`src/rtl/slider_arb_pkg.sv`:
```
// Shared types and constants for the slider step arbiter: FSM states, step weights
// and the default saturation ceiling.
package slider_arb_pkg;

    localparam int unsigned NumSliders      = 4;
    localparam int unsigned NumberW         = 14;
    localparam int unsigned DefaultMaxValue = 9999;

    typedef enum logic [1:0] {
        StIdle,
        StApply,
        StCooldown
    } arb_state_e;

    // Decimal weight of each slider position: 1, 10, 100, 1000.
    function automatic logic [NumberW-1:0] step_weight(input logic [1:0] idx);
        logic [NumberW-1:0] w;
        case (idx)
            2'd0:    w = 14'd1;
            2'd1:    w = 14'd10;
            2'd2:    w = 14'd100;
            default: w = 14'd1000;
        endcase
        return w;
    endfunction

endpackage

```
`src/rtl/slider_hold_timer.sv`:
```
// Per-slider hold timer: counts consecutive high cycles and emits a one-cycle expiry
// pulse every HOLD_CYCLES cycles while the slider stays high.
module slider_hold_timer #(
    parameter int unsigned HOLD_CYCLES = 4
) (
    input  logic clk,
    input  logic rst_n,
    input  logic clear,
    input  logic level,
    output logic expire
);

    localparam int unsigned CntW = (HOLD_CYCLES > 1) ? $clog2(HOLD_CYCLES) : 1;

    logic [CntW-1:0] cnt_q, cnt_d;
    logic            hit;

    assign hit    = level && (cnt_q == CntW'(HOLD_CYCLES - 1));
    assign expire = hit;

    // Restart from zero on expiry so a held slider auto-repeats.
    always_comb begin
        cnt_d = cnt_q;
        if (clear || !level || hit) begin
            cnt_d = '0;
        end else begin
            cnt_d = cnt_q + CntW'(1);
        end
    end

    always_ff @(posedge clk or negedge rst_n) begin
        if (!rst_n) begin
            cnt_q <= '0;
        end else begin
            cnt_q <= cnt_d;
        end
    end

endmodule

```
`src/rtl/slider_step_arbiter.sv`:
```
// Turns held sliders into decimal step requests, serves them round-robin one at a time
// with a cooldown, and accumulates a saturating number.
module slider_step_arbiter
    import slider_arb_pkg::*;
#(
    parameter int unsigned HOLD_CYCLES = 4,
    parameter int unsigned COOL_CYCLES = 2,
    parameter int unsigned MAX_VALUE   = DefaultMaxValue
) (
    input  logic                  clk,
    input  logic                  rst_n,
    input  logic [NumSliders-1:0] slider,
    input  logic                  clear,
    input  logic                  enable,
    output logic [NumberW-1:0]    number,
    output logic [NumSliders-1:0] grant,
    output logic                  step_valid,
    output logic                  busy,
    output logic                  sat
);

    localparam int unsigned CoolW = (COOL_CYCLES > 1) ? $clog2(COOL_CYCLES) : 1;

    arb_state_e            state_q, state_d;
    logic [NumSliders-1:0] pending_q, pending_d;
    logic [NumSliders-1:0] pending_clr;
    logic [NumSliders-1:0] expire;
    logic [1:0]            rr_ptr_q, rr_ptr_d;
    logic [1:0]            winner_q, winner_d;
    logic [CoolW-1:0]      cool_q, cool_d;
    logic [NumberW-1:0]    number_q, number_d;
    logic                  sat_q, sat_d;
    logic [NumberW:0]      sum;
    logic [1:0]            pick;
    logic [1:0]            rr_idx;
    logic                  found;

    for (genvar k = 0; k < NumSliders; k++) begin : g_hold
        slider_hold_timer #(
            .HOLD_CYCLES(HOLD_CYCLES)
        ) u_hold (
            .clk   (clk),
            .rst_n (rst_n),
            .clear (clear),
            .level (slider[k]),
            .expire(expire[k])
        );
    end

    // Round-robin search starting at rr_ptr.
    always_comb begin
        pick   = '0;
        found  = 1'b0;
        rr_idx = '0;
        for (int i = 0; i < NumSliders; i++) begin
            rr_idx = rr_ptr_q + 2'(i);
            if (!found && pending_q[rr_idx]) begin
                found = 1'b1;
                pick  = rr_idx;
            end
        end
    end

    assign sum = {1'b0, number_q} + {1'b0, step_weight(winner_q)};

    always_comb begin
        state_d     = state_q;
        winner_d    = winner_q;
        cool_d      = cool_q;
        number_d    = number_q;
        sat_d       = sat_q;
        rr_ptr_d    = rr_ptr_q;
        pending_clr = '0;

        unique case (state_q)
            StIdle: begin
                if (enable && found) begin
                    state_d  = StApply;
                    winner_d = pick;
                end
            end
            StApply: begin
                if (sum > (NumberW + 1)'(MAX_VALUE)) begin
                    number_d = NumberW'(MAX_VALUE);
                    sat_d    = 1'b1;
                end else begin
                    number_d = sum[NumberW-1:0];
                end
                pending_clr[winner_q] = 1'b1;
                rr_ptr_d              = winner_q + 2'd1;
                cool_d                = '0;
                state_d               = (COOL_CYCLES == 0) ? StIdle : StCooldown;
            end
            StCooldown: begin
                if (cool_q == CoolW'(COOL_CYCLES - 1)) begin
                    state_d = StIdle;
                end else begin
                    cool_d = cool_q + CoolW'(1);
                end
            end
            default: state_d = StIdle;
        endcase

        // A fresh expiry in the grant cycle keeps the bit set.
        pending_d = (pending_q & ~pending_clr) | expire;

        if (clear) begin
            state_d   = StIdle;
            winner_d  = '0;
            cool_d    = '0;
            number_d  = '0;
            sat_d     = 1'b0;
            rr_ptr_d  = '0;
            pending_d = '0;
        end
    end

    always_ff @(posedge clk or negedge rst_n) begin
        if (!rst_n) begin
            state_q   <= StIdle;
            winner_q  <= '0;
            cool_q    <= '0;
            number_q  <= '0;
            sat_q     <= 1'b0;
            rr_ptr_q  <= '0;
            pending_q <= '0;
        end else begin
            state_q   <= state_d;
            winner_q  <= winner_d;
            cool_q    <= cool_d;
            number_q  <= number_d;
            sat_q     <= sat_d;
            rr_ptr_q  <= rr_ptr_d;
            pending_q <= pending_d;
        end
    end

    assign step_valid = (state_q == StApply);
    assign busy       = (state_q != StIdle);
    assign grant      = step_valid ? (NumSliders'(1) << winner_q) : '0;
    assign number     = number_q;
    assign sat        = sat_q;

endmodule

```
`config.mk`:
```
export PLATFORM = sky130hd
export DESIGN_NAME = slider_step_arbiter
export DESIGN_NICKNAME = d
export VERILOG_FILES = /design/src/rtl/slider_arb_pkg.sv /design/src/rtl/slider_hold_timer.sv /design/src/rtl/slider_step_arbiter.sv
export SDC_FILE = /design/constraint.sdc
export NUM_CORES = 1
export LEC_CHECK = 0
export CAP_MARGIN = 40
export CORE_AREA = 2 2 74 76
export DETAILED_ROUTE_END_ITERATION = 12
export DIE_AREA = 0 0 76 78
export HOLD_SLACK_MARGIN = 0.1
export PLACE_DENSITY = 0.68
export SYNTH_ARGS = -nofsm -noshare
export SYNTH_HDL_FRONTEND = slang
export SYNTH_SLANG_ARGS = --single-unit
```
`constraint.sdc`:
```
create_clock -name clk -period 4.8 [get_ports clk]
set_clock_uncertainty 0.05 [all_clocks]
set_input_delay 1.44 -clock clk [delete_from_list [all_inputs] [get_ports clk]]
set_output_delay 1.44 -clock clk [all_outputs]
set_load 0.01 [all_outputs]
```
Word level (Yosys, flattened, before mapping)

Index checks and enable logic that the tools add are counted.

Reductions and logical operators: 35
Magnitude comparators: 7
Add/subtract/negate cells: 10
Muxes and demuxes: 44
Bitwise logic cells: 3
Shift-type cells: 1
Equal/unequal tests: 10

Operators by type and width:

| cell                                                                              | number |
|---|---|
| 14-bit two-way mux                                                                | 3 |
| 2-bit two-way mux                                                                 | 16 |
| 10-bit case mux with 3 select lines                                               | 1 |
| 14-bit by 14-bit adder with 15-bit output                                         | 1 |
| 15-bit by 14-bit greater-than comparator with 1-bit output, second input constant | 1 |
| 2-bit by 3-bit < comparator with 1-bit output, second input constant              | 5 |
| 1-bit two-way mux                                                                 | 14 |
| 2-bit by 1-bit adder with 2-bit output, second input constant                     | 6 |
| 2-bit == test, second input constant                                              | 6 |
| 4-bit two-way mux                                                                 | 3 |
| 2-bit nonzero test                                                                | 5 |
| 1-bit logical AND                                                                 | 9 |
| 1-bit binary-select mux with 2-bit select                                         | 4 |
| 1-bit logical OR                                                                  | 8 |
| 1-bit logical NOT                                                                 | 7 |
| 3-bit inequality test, second input constant                                      | 2 |
| 2-bit case mux with 3 select lines                                                | 1 |
| 2-bit AND reduction                                                               | 3 |
| 2-bit adder, second input constant                                                | 2 |
| 4-bit AND                                                                         | 1 |
| 2-bit by 1-bit == test with 1-bit output, second input constant                   | 2 |
| 2-bit logical NOT                                                                 | 2 |
| 4-bit NOT                                                                         | 1 |
| 4-bit OR                                                                          | 1 |
| 6 further kinds                                                                   | 6 |

Flip-flop bits (word level): 34
Word-level logic and storage cells: 121
Input port bits: 8

Longest topological paths before layout

Depth in word-level cells: 16
Depth in mapped cells: 13
Gate-level depth less buffers: 13

Cells and area by module

A second synthesis with hierarchy kept.

Cells, all modules: 247
Area, all modules: 2384.8 sq um

Modules (own cells, without submodules):

| module              | instances | seq. area each (sq um) | area each (sq um) | cells each |
|---|---|---|---|---|
| slider_step_arbiter | 1         | 650.6                  | 1999.4            | 223 |
| slider_hold_timer   | 4         | 50.0                   | 96.3              | 6 |

Least setup slack after synthesis

No wires, ideal clock.

Path type: register to register
Start: register winner_q[0]
End: register number_q[5], in the netlist number[5]
Setup time: 110 ps
Stages on the path, launching flop included: 14
Period minus slack after synthesis: 3338 ps
Slack: 1462 ps
Arrival: 3178 ps
Cells stage by stage: dfrtp_1 -> inv_1 -> ha_1 -> or2_2 -> ha_1 -> buf_2 -> and3_4 -> o211ai_2 -> o2111ai_1 -> or3b_1 -> a31oi_2 -> nor2_1 -> or3_1 -> o41ai_1

Longest elaborated chain between the ends: 7
Elaborated cells between the ends (all ways): 9

RTL lines:

| item                                                       | line                       | text |
|---|---|---|
| start, declared                                            | slider_step_arbiter.sv:29  | `logic [1:0] winner_q, winner_d;` |
| start signal, assigned                                     | slider_step_arbiter.sv:129 | `winner_q <= winner_d;` |
| 2-bit == test, or another cell as far along                | slider_arb_pkg.sv:18       | `case (idx)` |
| 10-bit case mux with 3 select lines *                      | slider_arb_pkg.sv:18       |  |
| 14-bit by 14-bit adder with 15-bit output *                | slider_step_arbiter.sv:64  | `assign sum = {1'b0, number_q} + {1'b0, step_weight(winner_q)};` |
| 15-bit by 14-bit greater-than comparator with 1-bit output | slider_step_arbiter.sv:83  | `if (sum > (NumberW + 1)'(MAX_VALUE)) begin` |
| 14-bit two-way mux *                                       | slider_step_arbiter.sv:83  |  |
| 14-bit two-way mux *                                       | slider_step_arbiter.sv:75  | `unique case (state_q)` |
| 14-bit two-way mux *                                       | slider_step_arbiter.sv:107 | `if (clear) begin` |
| end signal, assigned                                       | slider_step_arbiter.sv:131 | `number_q <= number_d;` |
| end, declared                                              | slider_step_arbiter.sv:31  | `logic [NumberW-1:0] number_q, number_d;` |

Every way passes the cells marked *; elsewhere a longest branch is shown, timed or not. The select of a mux whose other input is x is not followed.
A chain may end at the register's enable or synchronous reset.

Worst setup path in the final report

Same ends and word-level chain as after synthesis.

==> flow_metrics.py <==
metrics = {
    "timing": {
        "fin_crit_sh": 0.7838,
        "clock.fmax_ghz": 0.2658,
        "worst_slack_ns": 1.038,
        "setup_viol": 0,
        "hold_viol": 0,
        "slew_headroom": 0.6006,
        "period_minus_slack_ns": 3.762,
        "tightest_slew_ns": 0.5958,
        "drv_slew": 0,
        "fin_tns_setup_ns": 0,
        "grt_setup_unrepaired": "false",
    },
    "placed_design": {
        "place_area_um2": 2779,
        "placed_cells": 365,
        "gp_congestion": 0.9237,
        "hpwl_mm": 4.260,
        "pre_cts_slack_ns": 1.027,
        "port-buffer-count": 28,
    },
    "finish": {
        "seq_area_um2": 850.8,
        "utilization": 0.5692,
        "postLayoutCellArea_um2": 2870,
        "fin_nets": 330,
        "multi_input_area_um2": 1474,
        "antenna_cells": 0,
        "drive_gt1_frac": 0.07591,
        "nFillCells": 451,
        "syn_to_final_growth_pct": 16.56,
        "final_cells": 373,
    },
    "floorplan": {
        "die_y_um": 78,
        "rows": 26,
        "die_w_um": 76,
        "pin_count": 29,
        "coreArea_um2": 5042,
        "dieArea_um2": 5928,
        "start_util": 0.4883,
    },
    "clock_network": {
        "cts_resized": 0,
        "clk_latency_ns": 0.29,
        "htreeDepth": 2,
        "cts_setup_buffers": 0,
        "cts_tree": "yes",
        "cts_buffer_depth": 2,
        "cts_buffers": 5,
        "root_buffer": "clkbuf_8",
        "cts.reportedPaths.clkPinSlew_ns": 0.08,
        "cts.sinks": 34,
        "hold_buffers": 0,
    },
    "synth": {
        "synth_top_area_cell": "dfrtp_1",
        "synth_edf_count": 0,
        "ys_ff_latch": 34,
        "syn-num-nets": 306,
        "synth_most_common_cell": "dfrtp_1",
        "avgSynthCellArea_um2": 8.857,
        "yosys-top-cells-area": "dfrtp_1, ha_1, a21oi_1, nor2_1, nand2_1",
        "synth_common_cells": "dfrtp_1, nor2_1, nand2_1",
        "synth_cells": 278,
        "yosysUniqueCellTypes": 65,
        "async_flop_share": 1.000,
        "yosys_warnings": 0,
        "yosysSeqAreaShare": 0.3455,
        "synth_top_cell_area_share": 0.3455,
        "netlist_area_um2": 2462,
        "synthFlopType": "dfrtp_1",
    },
    "flow_run": {
        "max-cap-violations": 0,
    },
    "worst_setup_path": {
        "reg2reg_from": "winner_q[0]",
        "cp.required_ns": 4.93,
        "end_kind": "flop",
        "reg2regPathDepth": 12,
        "path_class": "flop to flop",
        "ff2ff_setup_slack_ns": 1.04,
        "crit_arrival_ns": 3.90,
        "startpoint_type": "flop",
        "crit_fanout": 10,
        "timing.rr.end": "number[5]",
    },
    "drt": {
        "postRouteAntennaNets": 0,
        "via_per_inst": 5.823,
        "dr.first_iter.drc_count": 172,
        "dr.pass1.iters": 4,
        "drc": 0,
        "via_count": 2172,
        "post_drt_wl_per_cell_um": 15.50,
        "wirelength_mm": 5.781,
    },
    "outcome": {
        "status": "finished clean",
    },
    "worst_hold_path": {
        "hold_depth": 1,
        "min_to": "g_hold[2].u_hold.cnt_q[0]",
        "worst_hold_path_type": "flop to flop",
        "min-delay-start": "g_hold[2].u_hold.cnt_q[0]",
    },
    "grt": {
        "grt_pass1_vias": 2038,
        "grt_max_degree": 35,
        "track_usage": 0.2074,
        "antenna_found_initial": 0,
        "gr-total-overflow": 0,
        "grt_pass1_wl_mm": 9.936,
    },
    "power": {
        "p_per_area_nw_per_um2": 191.6,
        "power_leakage_nw": 1.284,
        "max-vdd-ir-drop_uv": 196.4,
    },
}
placed cells by master, fill, tap and decap left out, drive strengths merged, types with 2 or more instances in the layout:
cell           instances
o41ai                  3
ha                    19
o2111ai                2
a32o                   2
o21ai                 16
nor4                   2
a31oi                  4
xor2                   3
dfrtp                 34
nor2b                  2
nand2b                 4
o211ai                 4
and2                   3
mux2i                  4
a21o                   4
a22oi                  4
nor2                  25
clkdlybuf4s50         28
nor3                   8
o211a                  3
nand3                  9
or2                    4
clkbuf                 7
o31ai                  2
clkinv                 2
nor4b                  4
inv                   16
nand2                 23
or3                    4
a211oi                 2
buf                    3
a21oi                 23
nand4b                 2
xnor2                  3
nor4bb                 4
a221oi                 3
worst max path at each step:
stage	to	start
detailed placement	number[10]	winner_q[0]
global placement	number[10]	winner_q[0]
CTS	number[10]	winner_q[0]
floorplan	number[5]	winner_q[0]
global route	number[10]	winner_q[0]
finish	number[5]	winner_q[0]
metrics by stage:
step / power [W] / hold WS, ns
3_3_place_gp: 0.0003355 / 0.3808
5_1_grt: 0.0005751 / 0.4023
2_1_floorplan: 0.0003159 / 0.3676
3_5_place_dp: 0.0003363 / 0.3837
4_1_cts: 0.0005572 / 0.3924
6_report: 0.0005500 / 0.3884
report_power, final:
group          internal [W]  leakage [nW]  switching, W
Clock              0.000116        0.0482      0.000104
Combinational     0.0000158         0.766     0.0000194
Sequential         0.000291         0.470    0.00000387
Total              0.000423          1.28      0.000127
worst max-delay path, stage by stage (launching register included):
cell and delay [ns]:
dfrtp_1 0.46, inv_1 0.12, ha_1 0.22, or2_2 0.30
ha_1 0.49, and3_4 0.28, o211ai_2 0.12, o2111ai_1 0.18
or3b_1 0.41, a31oi_2 0.22, nor2_1 0.09, or3_1 0.41
o41ai_1 0.32
sequential cells by signal, summed over array words and instances (netlist names):
| name | flops |
|---|---|
| pending_q | 4 |
| state_q | 2 |
| sat | 1 |
| winner_q | 2 |
| g_hold.u_hold.cnt_q | 8 |
| number | 14 |
| cool_q | 1 |
| rr_ptr_q | 2 |
cell type report:
class | instances | share of cell area
Clock inverter | 1 | 0.001744
Timing Repair Buffer | 31 | 0.1055
Clock buffer | 7 | 0.03008
Multi-Input combinational cell | 213 | 0.5135
Inverter | 17 | 0.02223
Sequential cell | 34 | 0.2964
Tap cell | 70 | 0.03051
cell families (layout without fill, tap and decap cells):
group,Yosys count,in the layout,share of synthesized area
fa+ha+maj,20,20,0.1047
mux,4,4,0.01626
buf+inv,31,56,0.05589
simple gates,101,101,0.2195
compound gates,82,82,0.2368
flops,34,34,0.3455
xor+xnor,6,6,0.02135
per-layer routing:
metal,part of all wire,vias to the layer above,GRT usage
met3,0.037,13,0.03140
li1,-,1071,-
met2,0.46,47,0.3232
met1,0.48,1041,0.2901
met5,0,-,0
met4,0.025,0,0.08364
(Power assumes the default switching activity.)
